### config.mk
export PLATFORM = sky130hd
export DESIGN_NAME = wb_commit_tracer_flat
export DESIGN_NICKNAME = d
export VERILOG_FILES = /design/src/rtl/wb_commit_tracer_if.sv /design/src/rtl/wb_commit_tracer.sv /design/src/flat_wrapper.sv
export SDC_FILE = /design/constraint.sdc
export NUM_CORES = 1
export LEC_CHECK = 0
export ABC_AREA = 1
export CAP_MARGIN = 5
export CORE_MARGIN = 2
export CORE_UTILIZATION = 50
export CTS_BUF_LIST = sky130_fd_sc_hd__clkbuf_2 sky130_fd_sc_hd__clkbuf_4 sky130_fd_sc_hd__clkbuf_8
export DETAILED_ROUTE_END_ITERATION = 16
export DONT_BUFFER_PORTS = 1
export GPL_TIMING_DRIVEN = 0
export PLACE_DENSITY = 0.61
export REMOVE_ABC_BUFFERS = 1
export SLEW_MARGIN = 20
export SYNTH_ARGS = -nofsm -noshare
export SYNTH_HDL_FRONTEND = slang
export SYNTH_SLANG_ARGS = --single-unit
### constraint.sdc
create_clock -name Clk -period 6.5 [get_ports Clk]
set_input_delay 1.3 -clock Clk [delete_from_list [all_inputs] [get_ports Clk]]
set_output_delay 1.3 -clock Clk [all_outputs]
set_load 0.01 [all_outputs]
### src/rtl/wb_commit_tracer_if.sv
// Trace output stream of the writeback commit tracer: FWFT head entry plus valid/ready.
// master = tracer side, slave = consumer side.
interface wb_commit_tracer_if;
  logic        out_valid;
  logic        out_ready;
  logic [4:0]  out_reg;
  logic [31:0] out_data;
  logic [31:0] out_cycle;

  modport master (
    output out_valid, out_reg, out_data, out_cycle,
    input  out_ready
  );

  modport slave (
    input  out_valid, out_reg, out_data, out_cycle,
    output out_ready
  );
endinterface

### src/rtl/wb_commit_tracer.sv
// Writeback commit tracer: timestamps qualifying register-file writes into an FWFT FIFO
// and keeps commit/overflow statistics so dropped entries can be detected.
module wb_commit_tracer #(
  parameter int DEPTH = 16,
  parameter int AW    = 4
) (
  input  logic                  Clk,
  input  logic                  Reset,
  input  logic                  WB_RegWrite,
  input  logic [4:0]            WB_WriteReg,
  input  logic [31:0]           WB_WriteData,
  input  logic                  Enable,
  input  logic                  Clear,
  wb_commit_tracer_if.master    trc,
  output logic [AW:0]           count,
  output logic                  full,
  output logic                  empty,
  output logic [31:0]           commit_cnt,
  output logic [15:0]           overflow_cnt
);

  localparam logic [AW:0] FullCnt = (AW+1)'(DEPTH);

  logic [31:0]   cyc;
  logic [AW-1:0] wrPtr;
  logic [AW-1:0] rdPtr;

  logic [4:0]    memReg   [0:DEPTH-1];
  logic [31:0]   memData  [0:DEPTH-1];
  logic [31:0]   memCycle [0:DEPTH-1];

  logic commitQ;
  logic popQ;
  logic pushQ;
  logic dropQ;

  assign full    = (count == FullCnt);
  assign empty   = (count == '0);
  assign commitQ = Enable & WB_RegWrite & (WB_WriteReg != 5'd0);
  assign popQ    = trc.out_valid & trc.out_ready;
  // A full FIFO still accepts a push when the head leaves in the same cycle.
  assign pushQ   = commitQ & (~full | popQ);
  assign dropQ   = commitQ & full & ~popQ;

  assign trc.out_valid = ~empty;
  assign trc.out_reg   = empty ? 5'd0  : memReg[rdPtr];
  assign trc.out_data  = empty ? 32'd0 : memData[rdPtr];
  assign trc.out_cycle = empty ? 32'd0 : memCycle[rdPtr];

  always_ff @(posedge Clk) begin
    if (!Reset) begin
      cyc          <= '0;
      wrPtr        <= '0;
      rdPtr        <= '0;
      count        <= '0;
      commit_cnt   <= '0;
      overflow_cnt <= '0;
    end else begin
      cyc <= cyc + 32'd1;
      if (Clear) begin
        wrPtr        <= '0;
        rdPtr        <= '0;
        count        <= '0;
        commit_cnt   <= '0;
        overflow_cnt <= '0;
      end else begin
        if (pushQ) wrPtr <= wrPtr + 1'b1;
        if (popQ)  rdPtr <= rdPtr + 1'b1;
        case ({pushQ, popQ})
          2'b10:   count <= count + 1'b1;
          2'b01:   count <= count - 1'b1;
          default: count <= count;
        endcase
        if (commitQ) commit_cnt <= commit_cnt + 32'd1;
        if (dropQ && overflow_cnt != 16'hFFFF) overflow_cnt <= overflow_cnt + 16'd1;
      end
    end
  end

  // Storage is not reset; reads are masked while empty.
  always_ff @(posedge Clk) begin
    if (Reset && !Clear && pushQ) begin
      memReg[wrPtr]   <= WB_WriteReg;
      memData[wrPtr]  <= WB_WriteData;
      memCycle[wrPtr] <= cyc;
    end
  end

endmodule

### src/flat_wrapper.sv
// flat-port wrapper written by rule: the top's interface ports become plain ports
module wb_commit_tracer_flat 
#(
  parameter int DEPTH = 16,
  parameter int AW    = 4
)
  (Clk, Reset, WB_RegWrite, WB_WriteReg, WB_WriteData, Enable, Clear, count, full, empty, commit_cnt, overflow_cnt, trc_out_valid, trc_out_reg, trc_out_data, trc_out_cycle, trc_out_ready);
  wb_commit_tracer_if trc_i ();
  input  logic Clk;
  input  logic Reset;
  input  logic WB_RegWrite;
  input  logic [4:0] WB_WriteReg;
  input  logic [31:0] WB_WriteData;
  input  logic Enable;
  input  logic Clear;
  output logic [AW:0] count;
  output logic full;
  output logic empty;
  output logic [31:0] commit_cnt;
  output logic [15:0] overflow_cnt;
  output wire logic [$bits(trc_i.out_valid)-1:0] trc_out_valid;
  output wire logic [$bits(trc_i.out_reg)-1:0] trc_out_reg;
  output wire logic [$bits(trc_i.out_data)-1:0] trc_out_data;
  output wire logic [$bits(trc_i.out_cycle)-1:0] trc_out_cycle;
  input wire logic [$bits(trc_i.out_ready)-1:0] trc_out_ready;
  assign trc_out_valid = trc_i.out_valid;
  assign trc_out_reg = trc_i.out_reg;
  assign trc_out_data = trc_i.out_data;
  assign trc_out_cycle = trc_i.out_cycle;
  assign trc_i.out_ready = trc_out_ready;
  wb_commit_tracer #(.DEPTH(DEPTH), .AW(AW)) u_core (.Clk(Clk), .Reset(Reset), .WB_RegWrite(WB_RegWrite), .WB_WriteReg(WB_WriteReg), .WB_WriteData(WB_WriteData), .Enable(Enable), .Clear(Clear), .trc(trc_i), .count(count), .full(full), .empty(empty), .commit_cnt(commit_cnt), .overflow_cnt(overflow_cnt));
endmodule
# After elaboration in Yosys (flattened, before gate mapping)

Memories as Yosys holds them, arrays and structs flattened. A register that Yosys moved wholly into a read port is not among the register bits.
Index checks and enable logic that the tools add are counted.

Bits in registers: 93
Bits in latches: 0
Bits in writable memories: 1104
Memory bits (read-only): 0
Input port bits: 43
Output and inout port bits: 125
Logic and storage cells: 51
Memories: 3

Memory list:

| memory          | words | width | read ports | clocked after memory_dff | wr ports | line                   | RTL |
|---|---|---|---|---|---|---|---|
| u_core.memCycle | 16    | 32    | 1          | 1                        | 1        | wb_commit_tracer.sv:30 | `logic [31:0] memCycle [0:DEPTH-1];` |
| u_core.memData  | 16    | 32    | 1          | 1                        | 1        | wb_commit_tracer.sv:29 | `logic [31:0] memData [0:DEPTH-1];` |
| u_core.memReg   | 16    | 5     | 1          | 1                        | 1        | wb_commit_tracer.sv:28 | `logic [4:0] memReg [0:DEPTH-1];` |

$add $sub $neg: 7
$mul: 0
Div/mod/pow operators: 0
$lt $le $gt $ge: 0
Eq/ne operators: 4
Shift operators: 0
Muxes and demuxes: 12
Bitwise logic cells: 11
Reduce and logical (&&, ||, !) cells: 8

Operator list:

| cell                  | number |
|---|---|
| $add 32x1->32 const B | 2 |
| $mux 32               | 2 |
| $mux 4                | 6 |
| $add 16x1->16 const B | 1 |
| $ne 16x16->1 const B  | 1 |
| $pmux 5 s2            | 1 |
| $add 4x1->4 const B   | 2 |
| $and 1x1->1           | 6 |
| $add 5x1->5 const B   | 1 |
| $eq 5x5->1 const B    | 1 |
| $logic_not 5->1       | 1 |
| $mux 5                | 1 |
| $reduce_bool 5->1     | 1 |
| $sub 5x1->5 const B   | 1 |
| $not 1->1             | 4 |
| $logic_and 1x1->1     | 3 |
| $eq 2x1->1 const B    | 1 |
| $eq 2x2->1 const B    | 1 |
| $mux 1                | 2 |
| $reduce_bool 2->1     | 1 |
| $reduce_or 2->1       | 1 |
| $logic_not 1->1       | 1 |
| $or 1x1->1            | 1 |

# Logic depth before layout (Yosys ltp)

Depth after elaboration: 8
Mapped depth: 16
Mapped depth without buffers: 16

# Worst setup path before layout

OpenSTA, ideal clock, no wires.

Kind: input to register
Start point: input WB_WriteReg[3]
End point: memory u_core.memCycle[11][0] (enable)
Library setup time: 0.497 ns
Data arrival time: 4.909 ns
Data required time: 6.003 ns
Path slack: 1.095 ns
Stages: 8
Path buffers: 0
Cells stage by stage: nor2_1 > nand3_1 > nand2_2 > inv_1 > nand2_1 > inv_1 > nand2_1 > nor2_1

Longest elaborated chain between the ends: 6

RTL lines:

| item                         | line                   | RTL |
|---|---|---|
| start, declared              | flat_wrapper.sv:12     | `input logic [4:0] WB_WriteReg;` |
| $reduce_bool 5->1            | wb_commit_tracer.sv:39 | `assign commitQ = Enable & WB_RegWrite & (WB_WriteReg != 5'd0);` |
| $and 1x1->1                  | wb_commit_tracer.sv:39 |  |
| $and 1x1->1                  | wb_commit_tracer.sv:42 | `assign pushQ = commitQ & (~full \| popQ);` |
| $logic_and 1x1->1            | wb_commit_tracer.sv:82 | `if (Reset && !Clear && pushQ) begin` |
| $mux 1                       | wb_commit_tracer.sv:82 |  |
| $mux 1 (implied by the code) | wb_commit_tracer.sv:85 | `memCycle[wrPtr] <= cyc;` |
| end, declared                | wb_commit_tracer.sv:30 |  |

No other way between the ends.

==> results.md <==
- The flow ran to the end, and the final reports show no timing, DRC or antenna violations.
- The tree is rooted in a sky130_fd_sc_hd__clkbuf_8.
- The time the final worst path needs with I/O delays and setup is around 5.5 ns.
- The residual antenna-violating net count after detailed routing is 0.
- The worst setup path is of the reg2out kind.
- In this run, synthesis inferred 1104 flip-flops with an integrated enable.
- The count of yosys warnings during synthesis is 0.
- The detailed-placement wirelength estimate is between 60000 and 70000 um.
- From left edge to right edge, the die measures roughly 320 um.
- Clock-pin slew was measured on the worst setup and hold paths at 0.06 ns.
- For this run, the top clock speed supported by timing is around 180 MHz.
- The number of resized instances in the post-cts repair step is 0.
- The worst setup path is launched from a flip-flop.
- The mapped netlist covers between 0.04 and 0.05 sq mm.
- Each instance of the synthesized netlist takes up on average ~12 sq um.
- The layout cell share with drive strength beyond 1 is roughly a tenth.
- Including well taps, the total number of placed cells is roughly 5200.
- The latest clock arrival within the worst-skew pair is 0.86 ns.
- STA classifies the critical path endpoint as an output pin.
- In the final design database the tool counted approximately 4100 nets.
- Sequential cells were found to cover ~72% of the synthesized design area.
- The synthesized design spends more area on one cell type than any other, namely sky130_fd_sc_hd__edfxtp_1.
- The most numerous cell type found on the critical path is sky130_fd_sc_hd__buf_16.
- The tree built by TritonCTS fans out to around 1200 sinks.
- STA puts the critical path data arrival time at 4.15 ns.
- The clock arrives with 0.0291 ns of skew.
- The most used flip-flop cell after synthesis is sky130_fd_sc_hd__edfxtp_1.
- In the final routed layout, each cell accounts on average for between 20 and 25 um.
- The first TritonRoute pass finished after 6 iterations.
- The TritonCTS buffer count is roughly 190.
- The total power density per cell area is roughly 280 mW/mm^2.
- Headroom to the max-slew limit came out at between 40% and 50%.
- The final standard cell utilization of the core is 57.3%.
- Row generation in the floorplan step produced ~110 rows.
- Synthesis inferred roughly 1200 register bits.
- The clock tree from TritonCTS is yes.
- The final-report max-slew violation count is 0.
- The number of antenna violations at the first check in global routing is 1.
- The depth of the CTS H-tree is 4.
- The max capacitance violation total is 0.
- The maximum root-to-sink buffer count is 3.
- The total of hold buffers inserted after clock tree synthesis is 0.
- In this run the tool buffered the top-level ports with 0 buffer cells.
- After global routing the overflow that remains totals 0.
- In the post-synthesis netlist, the cell with the most instances is sky130_fd_sc_hd__edfxtp_1.
- Counting every instance in the synthesized netlist gives 4029.
- Setup repair after global routing left no endpoint under its margin.
- The final layout contains routed wiring with a total length of around 120000 um.
- The last weighted congestion value of the routability-driven placer is about 0.84.
- The routed layout has around 32000 vias.
- The number of library cell types mapped by synthesis is 37.
- By count the netlist is led by sky130_fd_sc_hd__edfxtp_1, sky130_fd_sc_hd__nor2_1, sky130_fd_sc_hd__o21ai_0, sky130_fd_sc_hd__o211ai_1, sky130_fd_sc_hd__nand2_1.
- The largest vdd supply drop is roughly 0.00020 V.
- The overall die height is between 300 and 400 um.
- The signed area change from the synthesized netlist to the final layout is 14.1%.
- The via count of the first global-routing pass is slightly above 30000.
- The die area is 0.0994 sq mm.
- Global routing used about a quarter of the available tracks across all layers.
- The detailed router's first-iteration violation count is between 2000 and 3000.
- The leakage dissipation is between 15 and 20 nW.
- The global-route wire length before repair is roughly 180000 um.
- The remaining routing DRC violations is 0.
- The final instance count without filler cells is approximately 5500.
- Entering global routing, the biggest net connects roughly 110 pins.
- The slowest stage of the critical path belongs to the cell sky130_fd_sc_hd__dfxtp_4.
- Traced cell by cell, the critical path runs through buf_16 > inv_8 > buf_16 > buf_16 > buf_16 > o21ai_0 > o211ai_1 > nand3_1 > a21oi_1.
- The total I/O pin count is ~170.
- STA puts the critical path data required time at around 5.2 ns.
- The transition time at the pin with the least slew margin is around 0.78 ns.
- The initial standard-cell utilization of the core is 50.3%.
- Grouping stages by cell kind, the critical path spends the most delay in buffers and inverters.
- The stage delay of the slowest cell on the critical path is between 0.5 and 0.6 ns.
- The routed via count divided by cell count is approximately 5.8.
- The share of async-settable or async-resettable flops after synthesis is 0%.
- Counting both buffers and inverters, the worst setup path holds a total of 5.
- Dividing the final minimum period by the clock period gives a little over four fifths.
- In this run the standard cell core region covers 0.0964 sq mm.
- In this run the worst path has a maximum fanout of around 110.
- Summed over its instances, the top area cell type makes up approximately two thirds of the synthesized netlist area.
- Ranked by total cell area, the synthesized netlist is headed by sky130_fd_sc_hd__edfxtp_1, sky130_fd_sc_hd__nor2_1, sky130_fd_sc_hd__o21ai_0.
- The path class of the tightest hold or removal check is reg2reg.
- In this run the post-CTS setup repair buffer count came out at 0.
- The final-report setup violation count is 0.
- The hold violation total from the final report is 0.
[per-layer routing]
metal / up-vias / global-route usage (%) / part of all wire [%]
li1: 14700 / - / -
met1: 15700 / 33.5 / 43
met2: 1125 / 38.7 / 47
met3: 227 / 4.76 / 7.1
met4: 0 / 8.13 / 2.3
met5: - / 0 / 0
[cell families (layout without fill, tap and decap cells)]
family / after synthesis / count (layout) / synth area share [%]
XOR/XNOR: 13 / 13 / 0.235
flip-flops: 1201 / 1201 / 72.4
AND/OR/NAND/NOR: 1383 / 1383 / 11.4
adder cells (fa/ha/maj): 12 / 12 / 0.325
buffers and inverters: 355 / 556 / 3.17
AO/OA/AOI/OAI: 1065 / 1065 / 12.5
other: 0 / 1 / 0
[worst reg2reg max path: cells and delay by family (launching register included)]
family / cells / cell delay [ns]
buffers and inverters: 5 / 0.99
and+or+nand+nor: 6 / 1.41
DFF: 1 / 0.47
[layout by cell type, fill, tap and decap left out, types with 2 or more instances in the layout]
cell and count:
sky130_fd_sc_hd__edfxtp_1 1104, sky130_fd_sc_hd__nor2_1 938, sky130_fd_sc_hd__o21ai_0 519, sky130_fd_sc_hd__o211ai_1 261, sky130_fd_sc_hd__nand2_1 229, sky130_fd_sc_hd__clkbuf_8 198
sky130_fd_sc_hd__nand3_1 137, sky130_fd_sc_hd__a21oi_1 135, sky130_fd_sc_hd__o21ai_1 127, sky130_fd_sc_hd__inv_1 102, sky130_fd_sc_hd__dfxtp_1 93, sky130_fd_sc_hd__clkbuf_4 86
sky130_fd_sc_hd__buf_16 61, sky130_fd_sc_hd__clkinv_1 41, sky130_fd_sc_hd__buf_12 39, sky130_fd_sc_hd__nor3_1 26, sky130_fd_sc_hd__nor2_4 17, sky130_fd_sc_hd__o221ai_1 15
sky130_fd_sc_hd__nand4_1 12, sky130_fd_sc_hd__ha_1 11, sky130_fd_sc_hd__clkinv_2 9, sky130_fd_sc_hd__inv_6 7, sky130_fd_sc_hd__nor2_2 7, sky130_fd_sc_hd__xor2_1 7
sky130_fd_sc_hd__xnor2_1 6, sky130_fd_sc_hd__nand3b_1 6, sky130_fd_sc_hd__inv_8 5, sky130_fd_sc_hd__dfxtp_4 4, sky130_fd_sc_hd__inv_2 3, sky130_fd_sc_hd__o21bai_1 3
sky130_fd_sc_hd__nor3b_1 3, sky130_fd_sc_hd__nand2_2 2, sky130_fd_sc_hd__a31oi_1 2, sky130_fd_sc_hd__or2_2 2, sky130_fd_sc_hd__o21a_1 2, sky130_fd_sc_hd__bufinv_16 2
[registers in the layout, summed over array words and instances (netlist names), named ones only]
| signal | flops |
|---|---|
| u_core.cyc | 32 |
| u_core.count | 5 |
| u_core.overflow_cnt | 16 |
| u_core.memCycle | 512 |
| u_core.rdPtr | 4 |
| u_core.commit_cnt | 32 |
| u_core.memData | 512 |
| u_core.wrPtr | 4 |
| u_core.memReg | 80 |
[path summary, 6_finish.rpt]
path | from | end | slack, ns | cells past startpoint
worst min-delay path | u_core.rdPtr[3]$_SDFFE_PP0N_ | flip-flop | 0.47 | 2
worst min register to register | u_core.rdPtr[3]$_SDFFE_PP0N_ | flip-flop | 0.47 | 2
worst max-delay path | flip-flop | trc_out_cycle[8] | 1.05 | 9
worst max register to register | u_core.count[0]$_SDFFE_PP0P_ | u_core.memData[1][31]$_DFFE_PP_ | 3.31 | 11
[metrics by stage]
stage | TNS, ns | cell area (sq um) | hold WS, ns | power [mW] | worst slack (ns)
2_1_floorplan | -1078.38 | 47300 | 0.437 | 9.00 | -15.65
3_3_place_gp | -7826.76 | 48900 | 0.451 | 9.25 | -46.43
3_5_place_dp | 0 | 51600 | 0.459 | 9.21 | 1.82
4_1_cts | 0 | 55300 | 0.453 | 15.4 | 0.873
5_1_grt | 0 | 55300 | 0.484 | 15.8 | 0.691
6_report | 0 | 55300 | 0.467 | 15.3 | 1.05
[cell type report]
| class | count | area, sq um |
|---|---|---|
| well taps | 1276 | 1600 |
| clock inverters | 61 | 342 |
| diodes | 1 | 2.50 |
| fillers | 7866 | 41100 |
| flip-flops and latches | 1201 | 35100 |
| repair buffers | 101 | 2470 |
| multi-input cells | 2473 | 12000 |
| inverters | 110 | 445 |
| clock buffers | 284 | 3370 |
[report_power, final]
part           leakage [nW]  switching (mW)  total [mW]  internal [mW]
Clock                  1.99            2.88        6.27           3.39
Sequential             10.7          0.0255        8.42           8.40
Combinational          4.84           0.451       0.621          0.170
(Power assumes the default switching activity.)
